[src/rtl/io_pkg.sv]
// Shared I/O window definitions: register offsets, TCTRL bit positions and the
// high-address pattern the decoder uses to recognise the 1 KiB I/O window.
package io_pkg;

    localparam logic [21:0] IO_WINDOW_HI = 22'h3FFFFF;

    localparam logic [9:0] IO_LED    = 10'h060;
    localparam logic [9:0] IO_SW     = 10'h070;
    localparam logic [9:0] IO_TLOAD  = 10'h080;
    localparam logic [9:0] IO_TCOUNT = 10'h084;
    localparam logic [9:0] IO_TSTAT  = 10'h088;
    localparam logic [9:0] IO_TCTRL  = 10'h08C;

    localparam int TCTRL_EN   = 0;
    localparam int TCTRL_AUTO = 1;

    typedef enum logic [2:0] {
        REG_NONE,
        REG_LED,
        REG_SW,
        REG_TLOAD,
        REG_TCOUNT,
        REG_TSTAT,
        REG_TCTRL
    } io_reg_e;

    // Byte lanes are ignored: only the word offset selects a register.
    function automatic io_reg_e decode_offset(input logic [9:0] addr);
        case (addr & 10'h3FC)
            IO_LED:    return REG_LED;
            IO_SW:     return REG_SW;
            IO_TLOAD:  return REG_TLOAD;
            IO_TCOUNT: return REG_TCOUNT;
            IO_TSTAT:  return REG_TSTAT;
            IO_TCTRL:  return REG_TCTRL;
            default:   return REG_NONE;
        endcase
    endfunction

endpackage

[src/rtl/switch_debounce.sv]
// Two-flop synchronizer followed by a stability counter; the output follows the
// synchronized input only once it has held a new value for DEBOUNCE_CYCLES cycles.
module switch_debounce #(
    parameter int DEBOUNCE_CYCLES = 100000,
    parameter int WIDTH           = 24
) (
    input  logic             clk_i,
    input  logic             rst_ni,
    input  logic [WIDTH-1:0] raw_i,
    output logic [WIDTH-1:0] sw_o
);

    localparam int CW = $clog2(DEBOUNCE_CYCLES + 1);

    logic [WIDTH-1:0] sync1_q, sync2_q;
    logic [WIDTH-1:0] cand_q, cand_d;
    logic [WIDTH-1:0] sw_q, sw_d;
    logic [CW-1:0]    cnt_q, cnt_d;

    // cand_q remembers last cycle's synchronized value so any change restarts the count.
    always_comb begin
        cand_d = sync2_q;
        sw_d   = sw_q;
        cnt_d  = '0;
        if (sync2_q != sw_q) begin
            if (sync2_q != cand_q) begin
                cnt_d = CW'(1);
            end else if (cnt_q == CW'(DEBOUNCE_CYCLES - 1)) begin
                sw_d  = sync2_q;
                cnt_d = '0;
            end else begin
                cnt_d = cnt_q + CW'(1);
            end
        end
    end

    always_ff @(posedge clk_i or negedge rst_ni) begin
        if (!rst_ni) begin
            sync1_q <= '0;
            sync2_q <= '0;
            cand_q  <= '0;
            sw_q    <= '0;
            cnt_q   <= '0;
        end else begin
            sync1_q <= raw_i;
            sync2_q <= sync1_q;
            cand_q  <= cand_d;
            sw_q    <= sw_d;
            cnt_q   <= cnt_d;
        end
    end

    assign sw_o = sw_q;

endmodule

[src/rtl/mmio_responder.sv]
// I/O window responder: LED register, debounced switches and a prescaled
// countdown timer with sticky done flag; read data is registered one cycle late.
module mmio_responder
    import io_pkg::*;
#(
    parameter int DEBOUNCE_CYCLES = 100000,
    parameter int PRESCALE        = 100
) (
    input  logic        clock,
    input  logic        reset_n,
    input  logic        IORead,
    input  logic        IOWrite,
    input  logic [9:0]  Addr,
    input  logic [31:0] WriteData,
    output logic [31:0] ReadData,
    input  logic [23:0] SwitchIn,
    output logic [23:0] LedOut,
    output logic        TimerDone
);

    localparam int PW = (PRESCALE > 1) ? $clog2(PRESCALE) : 1;

    logic [23:0]   led_q, led_d;
    logic [31:0]   reload_q, reload_d;
    logic [31:0]   count_q, count_d;
    logic [PW-1:0] presc_q, presc_d;
    logic [1:0]    ctrl_q, ctrl_d;
    logic          done_q, done_d;
    logic [31:0]   rdata_q, rdata_d;
    logic [23:0]   sw_deb;
    logic [31:0]   rd_val;
    logic          running, tick, expire;
    io_reg_e       sel;

    switch_debounce #(
        .DEBOUNCE_CYCLES(DEBOUNCE_CYCLES),
        .WIDTH          (24)
    ) u_switch_debounce (
        .clk_i (clock),
        .rst_ni(reset_n),
        .raw_i (SwitchIn),
        .sw_o  (sw_deb)
    );

    always_comb begin
        sel     = decode_offset(Addr);
        running = ctrl_q[TCTRL_EN] && (count_q != 32'd0);
        tick    = running && (presc_q == PW'(PRESCALE - 1));
        expire  = tick && (count_q == 32'd1);

        case (sel)
            REG_LED:    rd_val = {8'd0, led_q};
            REG_SW:     rd_val = {8'd0, sw_deb};
            REG_TLOAD:  rd_val = reload_q;
            REG_TCOUNT: rd_val = count_q;
            REG_TSTAT:  rd_val = {31'd0, done_q};
            REG_TCTRL:  rd_val = {30'd0, ctrl_q};
            default:    rd_val = 32'd0;
        endcase

        led_d    = led_q;
        reload_d = reload_q;
        count_d  = count_q;
        presc_d  = presc_q;
        ctrl_d   = ctrl_q;
        done_d   = done_q;
        rdata_d  = rdata_q;

        if (running) begin
            presc_d = tick ? '0 : presc_q + PW'(1);
        end
        if (tick) begin
            if (count_q == 32'd1) begin
                count_d = ctrl_q[TCTRL_AUTO] ? reload_q : 32'd0;
            end else begin
                count_d = count_q - 32'd1;
            end
        end

        // Expiry wins over a same-cycle TSTAT read so no event is lost.
        if (IORead && !IOWrite && sel == REG_TSTAT) begin
            done_d = 1'b0;
        end
        if (expire) begin
            done_d = 1'b1;
        end

        if (IOWrite) begin
            case (sel)
                REG_LED: led_d = WriteData[23:0];
                REG_TLOAD: begin
                    reload_d = WriteData;
                    count_d  = WriteData;
                    presc_d  = '0;
                end
                REG_TCTRL: ctrl_d = WriteData[1:0];
                default: ;
            endcase
        end

        if (IORead && IOWrite) begin
            rdata_d = 32'd0;
        end else if (IORead) begin
            rdata_d = rd_val;
        end
    end

    always_ff @(posedge clock or negedge reset_n) begin
        if (!reset_n) begin
            led_q    <= '0;
            reload_q <= '0;
            count_q  <= '0;
            presc_q  <= '0;
            ctrl_q   <= '0;
            done_q   <= 1'b0;
            rdata_q  <= '0;
        end else begin
            led_q    <= led_d;
            reload_q <= reload_d;
            count_q  <= count_d;
            presc_q  <= presc_d;
            ctrl_q   <= ctrl_d;
            done_q   <= done_d;
            rdata_q  <= rdata_d;
        end
    end

    assign ReadData  = rdata_q;
    assign LedOut    = led_q;
    assign TimerDone = done_q;

endmodule

[config.mk]
export PLATFORM = sky130hd
export DESIGN_NAME = mmio_responder
export DESIGN_NICKNAME = d
export VERILOG_FILES = /design/src/rtl/io_pkg.sv /design/src/rtl/switch_debounce.sv /design/src/rtl/mmio_responder.sv
export SDC_FILE = /design/constraint.sdc
export NUM_CORES = 1
export LEC_CHECK = 0
export CAP_MARGIN = 20
export CORE_MARGIN = 4
export CORE_UTILIZATION = 40
export CTS_CLUSTER_SIZE = 40
export DETAILED_ROUTE_END_ITERATION = 16
export PLACE_DENSITY = 0.64
export SYNTH_ARGS = -nofsm -noshare
export SYNTH_HDL_FRONTEND = slang
export SYNTH_SLANG_ARGS = --single-unit
[constraint.sdc]
create_clock -name clock -period 3.61 [get_ports clock]
set_input_delay 0.722 -clock clock [delete_from_list [all_inputs] [get_ports clock]]
set_output_delay 0.722 -clock clock [all_outputs]
set_load 0.02 [all_outputs]
Yosys cells after proc, flatten, opt, wreduce, memory -nomap -nowiden
Cells that the tools add are included.

storage, ports and cells
  output and inout bits = 57
  register bits = 243

cells by class
  $add $sub $neg = 3
  muxes and demuxes = 18
  bitwise logic cells = 1
  reduce and logical (&&, ||, !) cells = 14
  equality and inequality tests = 17

operators with widths
  operator                 count
  $mux W32                 7
  $pmux W32 S6             1
  $mux W17                 3
  $ne A24 B24 Y1           2
  $eq A32 B1 Y1 const B    1
  $eq A8 B6 Y1 const B     4
  $reduce_bool A32 Y1      1
  $sub A32 B1 Y32 const B  1
  $mux W7                  4
  $pmux W3 S6              1
  $add A17 B1 Y17 const B  1
  $eq A17 B17 Y1 const B   1
  $eq A8 B5 Y1 const B     2
  $eq A3 B3 Y1 const B     3
  $add A7 B1 Y7 const B    1
  $eq A7 B7 Y1 const B     1
  $eq A3 B2 Y1 const B     2
  $logic_and A1 B1 Y1      6
  $reduce_and A2 Y1        3
  $reduce_bool A2 Y1       2
  $eq A3 B1 Y1 const B     1
  $reduce_and A3 Y1        1
  $mux W1                  2
  $logic_not A1 Y1         1
  $not A1 Y1               1

Longest topological paths before layout
  word-level depth = 7
  mapped depth = 10

Modules after synthesis
A second synthesis with hierarchy kept.

second synthesis, totals
  cells, all modules = 1005
  area, all modules = 11101.9 µm²

modules (own cells, without submodules)
  module           area each (µm²)  seq. area each (µm²)  times used  cells each
  mmio_responder   6942.9           3253.1                1           731
  switch_debounce  4159.0           2827.7                1           274

Least setup slack after synthesis
No wires, ideal clock.

  kind = in2reg
  start point = in Addr[3]
  end point = reg led_q[10] (netlist: LedOut[10])
  setup slack = 0.742 ns
  data arrival time = 2.743 ns
  stages = 6
  cell sequence = or4_1 nor3_1 and3b_1 clkbuf_1 buf_2 mux2_2

on the way
  word-level cells in the longest chain between the ends = 4
  elaborated cells between the ends (all ways) = 9
  classes of those cells = eq/ne: 7; mux: 1; reduce/logical: 1

RTL lines
  item                                                 line                   source
  start, declared                                      mmio_responder.sv:13   input logic [9:0] Addr,
  $eq A8 B6 Y1 / $eq A8 B5 Y1 (equally long branches)  io_pkg.sv:29           case (addr & 10'h3FC)
  $pmux W3 S6 *                                        io_pkg.sv:29
  $eq A3 B1 Y1 *                                       mmio_responder.sv:89   case (sel)
  $reduce_and A2 Y1 (no source line) *                 n/a
  end signal, assigned                                 mmio_responder.sv:118  led_q <= led_d;
  end, declared                                        mmio_responder.sv:23   logic [23:0] led_q, led_d;

Mark *: on every way between the ends. The rest lies on a longest branch, timed or not.
A chain may end at the register's enable or synchronous reset.

Worst setup path in the final report
  start point = reg count_q[14]
  end point = reg presc_q[0]

on the way
  word-level cells in the longest chain between the ends = 7

RTL lines
  item                    line                   source
  start, declared         mmio_responder.sv:25   logic [31:0] count_q, count_d;
  start signal, assigned  mmio_responder.sv:120  count_q <= count_d;
  $reduce_bool A32 Y1 *   mmio_responder.sv:47   running = ctrl_q[TCTRL_EN] && (count_q != 32'd0);
  $logic_and A1 B1 Y1 *   mmio_responder.sv:47
  $logic_and A1 B1 Y1     mmio_responder.sv:48   tick = running && (presc_q == PW'(PRESCALE - 1));
  $mux W7                 mmio_responder.sv:70   presc_d = tick ? '0 : presc_q + PW'(1);
  $mux W7 *               mmio_responder.sv:69   if (running) begin
  $mux W7                 mmio_responder.sv:89
  $mux W7 *               mmio_responder.sv:88   if (IOWrite) begin
  via presc_d[0]          mmio_responder.sv:26   logic [PW-1:0] presc_q, presc_d;
  end signal, assigned    mmio_responder.sv:121  presc_q <= presc_d;
  end, declared           mmio_responder.sv:26

The timed path passes the listed nets; every way through them passes the cells marked *.

==> summary.md <==
| Metric | Value |
|---|---|
| Crit path kind | `flip-flop to flip-flop` |
| DR vias/cell | `5.653` |
| CTS resizes | `0` |
| Switching power total | `1408 µW` |
| Clock buffer depth | `3` |
| Slowest stage delay, CP | `0.60 ns` |
| Worst slew pin tran | `0.7687 ns` |
| Compound-Gate Fraction of Synth Area | `0.1334` |
| CTS Hold Bufs | `0` |
| Final ANT Viol Nets | `0` |
| Tot GR Track Use | `0.1925` |
| Post-DP HPWL | `20030 µm` |
| Initial antenna violation count | `0` |
| Worst Path Required | `4.06 ns` |
| Vias | `8202` |
| Synth Area in Simple Gates | `0.1327` |
| Max Fanout on Critical Path | `29` |
| Routability cong. | `0.8530` |
| Setup ws final | `0.5342 ns` |
| Switching Share | `0.2321` |
| Final Max Slew Viols | `0` |
| # DRC | `0` |
| DR pass1 iterations | `6` |
| Hold Slack | `0.2059 ns` |
| Crit path max-delay family | `simple AND/OR/NAND/NOR gates` |
| Worst slack, placed | `0.5091 ns` |
| Buf/Inv on CP | `1` |
| Share of layout cells above drive strength 1 | `0.1586` |
| Synth Area in Adders | `0.005726` |
| Share of synthesized registers carrying an async set or reset | `1.000` |
| RSZ-0062 raised after global routing | `false` |
| Worst-path cell chain | `or4_1, or3_1, o41a_1, nand2b_1, buf_4, nand2_1, nor2_1` |
| Worst R2R Path Depth | `7` |
| Clk_skew | `0.01976 ns` |
| Crit. End Element | `flip-flop` |
| Area taken by multi-input logic gates | `4557 µm²` |
| # diodes | `0` |
| Post-synthesis xor/xnor area fraction | `0.06173` |
| TritonCTS Buffers | `26` |
| Final Non-Filler Cells | `1451` |
| Fin crit period | `3.076 ns` |
| Power Density | `446.8 nW/µm²` |
| TNS Setup | `0 ns` |
| Reg-to-reg startpoint | `count_q[14]` |
| Post-Place Cells | `1403` |
| Clk slew on worst S/H paths | `0.06 ns` |
| Leakage power | `0.005823 µW` |
| IO Pins | `127` |
| Yosys warnings | `0` |
| CP Launch Type | `flip-flop` |
| GR Overflow Total | `0` |
| Number of global-route vias before repair | `8219` |
| Max-Cap Viols | `0` |
| Clk Latency, worst-skew pair | `0.54 ns` |
| WL final | `29270 µm` |
| Main combinational cell family by area after synthesis | `compound AO/OA/AOI/OAI gates` |
| Die width | `173.3 µm` |
| Critical path arrival | `3.53 ns` |
| Full die area | `30020 µm²` |
| Die height | `173.3 µm` |
| Total Power | `6068 µW` |
| Clk sink count | `243` |
| Area delta synth->final | `24.31%` |
| Syn nets | `1036` |
| Fmax | `325.1 MHz` |
| Mux share of post-synthesis cell area | `0.08188` |
| Site row count | `60` |
| Largest net degree at the start of global routing | `99` |
| Mean Syn Cell Area | `11.37 µm²` |
| # Post-CTS Setup Buffers | `0` |
| Crit path from | `count_q[14]` |
| Crit share post-route | `0.8520` |
| Primary FF master, synth | `dfrtp_1` |
| Logic pwr share | `0.066` |
| Clock share of power | `0.451` |
| H-tree Lvls | `1` |
| Fin nets | `1165` |
| 1st-iter DRT viols | `688` |
| Hold Crit Class | `input port to async pin` |
| DR WL/cell | `20.17 µm` |
| FF/Latch Area | `6081 µm²` |
| Core Area | `26880 µm²` |
| First-pass GRT wire length | `47060 µm` |
| Number of synthesized flops with an enable pin | `0` |
| Critical-path top delay cell | `or4_1` |
| Root Driver | `clkbuf_16` |
| Yosys reg bits | `243` |
| Syn Std Cell Area | `10930 µm²` |
| IO Port Bufs | `124` |
| Sequential element share of the synthesized area | `0.5566` |
| Peak VDD IR | `0.2433 mV` |
| Gate Count Post-Synth | `961` |
| # setup viols final | `0` |
| Slew headroom | `0.4875` |
| Seq pwr share | `0.483` |
| Initial Util | `0.4065` |
| Final Hold Fails | `0` |
| P_int | `4660 µW` |
| Filler cell count | `2366` |
| Status | `complete, no violations` |
| Cell count along the critical path | `7` |
| Count of different cell masters after synthesis | `66` |
| CTS tree | `done` |
==> cell type report <==
| cell class | count | share of cell area |
|---|---|---|
| Tap cell | 341 | 0.03141 |
| Sequential cell | 243 | 0.4477 |
| Multi-Input combinational cell | 652 | 0.3355 |
| Clock buffer | 39 | 0.05739 |
| Timing Repair Buffer | 160 | 0.1172 |
| Inverter | 7 | 0.001935 |
| Clock inverter | 9 | 0.008844 |
==> cell usage after synthesis (2+ instances only) <==
master     instances  area, µm²
xor2_1            40      350.3
inv_1              6      22.52
mux2i_1            5      50.05
nor4_1            20      125.1
or4b_2             2      20.02
a221oi_2           2      30.03
a311o_1            2      20.02
or3_1              6      37.54
o31ai_1           10      75.07
nor2_1            51      191.4
buf_6              4      45.04
o211ai_1           7      52.55
nor4b_1            5      43.79
mux2_2            75      844.6
buf_4              4      30.03
a21oi_1           26      130.1
a22oi_1           13      97.59
nand2b_1           3      18.77
nand4_1           12      75.07
dfrtp_1          243       6081
a21oi_2            4      35.03
and3_1             8      50.05
a211oi_1           3      22.52
ha_1               5      62.56
nand2_1          138      518.0
o21ai_1           14      70.07
a222oi_1          22      220.2
a21o_1             4      30.03
a311oi_1           7      61.31
buf_2             10      50.05
o21ai_0           14      70.07
o41ai_1            2      17.52
a211o_1            7      61.31
o2bb2ai_1         32      280.3
clkbuf_1          40      150.1
a31oi_1            6      37.54
nand3_1           13      65.06
and2_1             2      12.51
a32oi_1            3      26.28
nor3_1            17      85.08
or4_1             11      82.58
nand3b_1           2      15.01
and4_1             2      17.52
xnor2_1           37      324.1
==> registers in the layout (all words and copies together), names as in the netlist <==
register,count
ReadData,32
count_q,32
reload_q,32
LedOut,24
u_switch_debounce.cand_d,24
u_switch_debounce.cand_q,24
u_switch_debounce.sw_o,24
u_switch_debounce.sync1_q,24
u_switch_debounce.cnt_q,17
presc_q,7
ctrl_q,2
TimerDone,1
==> per-layer routing <==
metal	vias up	share of wire	GRT usage
met3	48	0.060	0.02792
li1	3780	-	-
met4	0	0.027	0.05354
met1	4116	0.45	0.2816
met5	-	0	0
met2	258	0.46	0.3017
==> power by group through the flow <==
stage	sequential [µW]	combinational, µW	clock (µW)
finish	2930	402	2730
global route	2940	445	2920
CTS	2930	408	2790
detailed placement	2980	406	0
global placement	2980	400	0
floorplan	2970	164	0
==> path summary, 6_finish.rpt <==
check                                               endpoint  slack [ns]
worst max-delay path                              presc_q[0]        0.53
worst min-delay path                            ReadData[22]        0.21
worst max register to register                    presc_q[0]        0.53
worst min register to register  u_switch_debounce.cand_d[23]        0.34
max in group asynchronous         u_switch_debounce.cnt_q[1]        2.48
min in group clock              u_switch_debounce.cand_d[23]        0.34
==> kinds of logic after synthesis <==
group           count (synthesis)
fa+ha+maj                       5
mux                            80
xor+xnor                       77
compound gates                189
buf+inv                        66
simple gates                  301
flops                         243
==> cells in the final DEF (no fill, tap or decap), drive strengths merged, types with 13 or more instances in the layout <==
| cell | count |
|---|---|
| dfrtp | 243 |
| mux2 | 75 |
| xor2 | 40 |
| nor3 | 17 |
| xnor2 | 37 |
| nor4 | 21 |
| a22oi | 13 |
| nand3 | 13 |
| o2bb2ai | 32 |
| clkbuf | 39 |
| clkdlybuf4s50 | 123 |
| nor2 | 52 |
| o21ai | 28 |
| buf | 37 |
| a21oi | 30 |
| a222oi | 22 |
| nand2 | 138 |
==> metrics by stage <==
step	utilization	area [µm²]
6_report	0.5054	13580
5_1_grt	0.5054	13580
4_1_cts	0.5054	13580
3_5_place_dp	0.4719	12680
3_3_place_gp	0.4719	12680
2_1_floorplan	-	10930
Note: power is estimated with default switching activity, not from simulation.
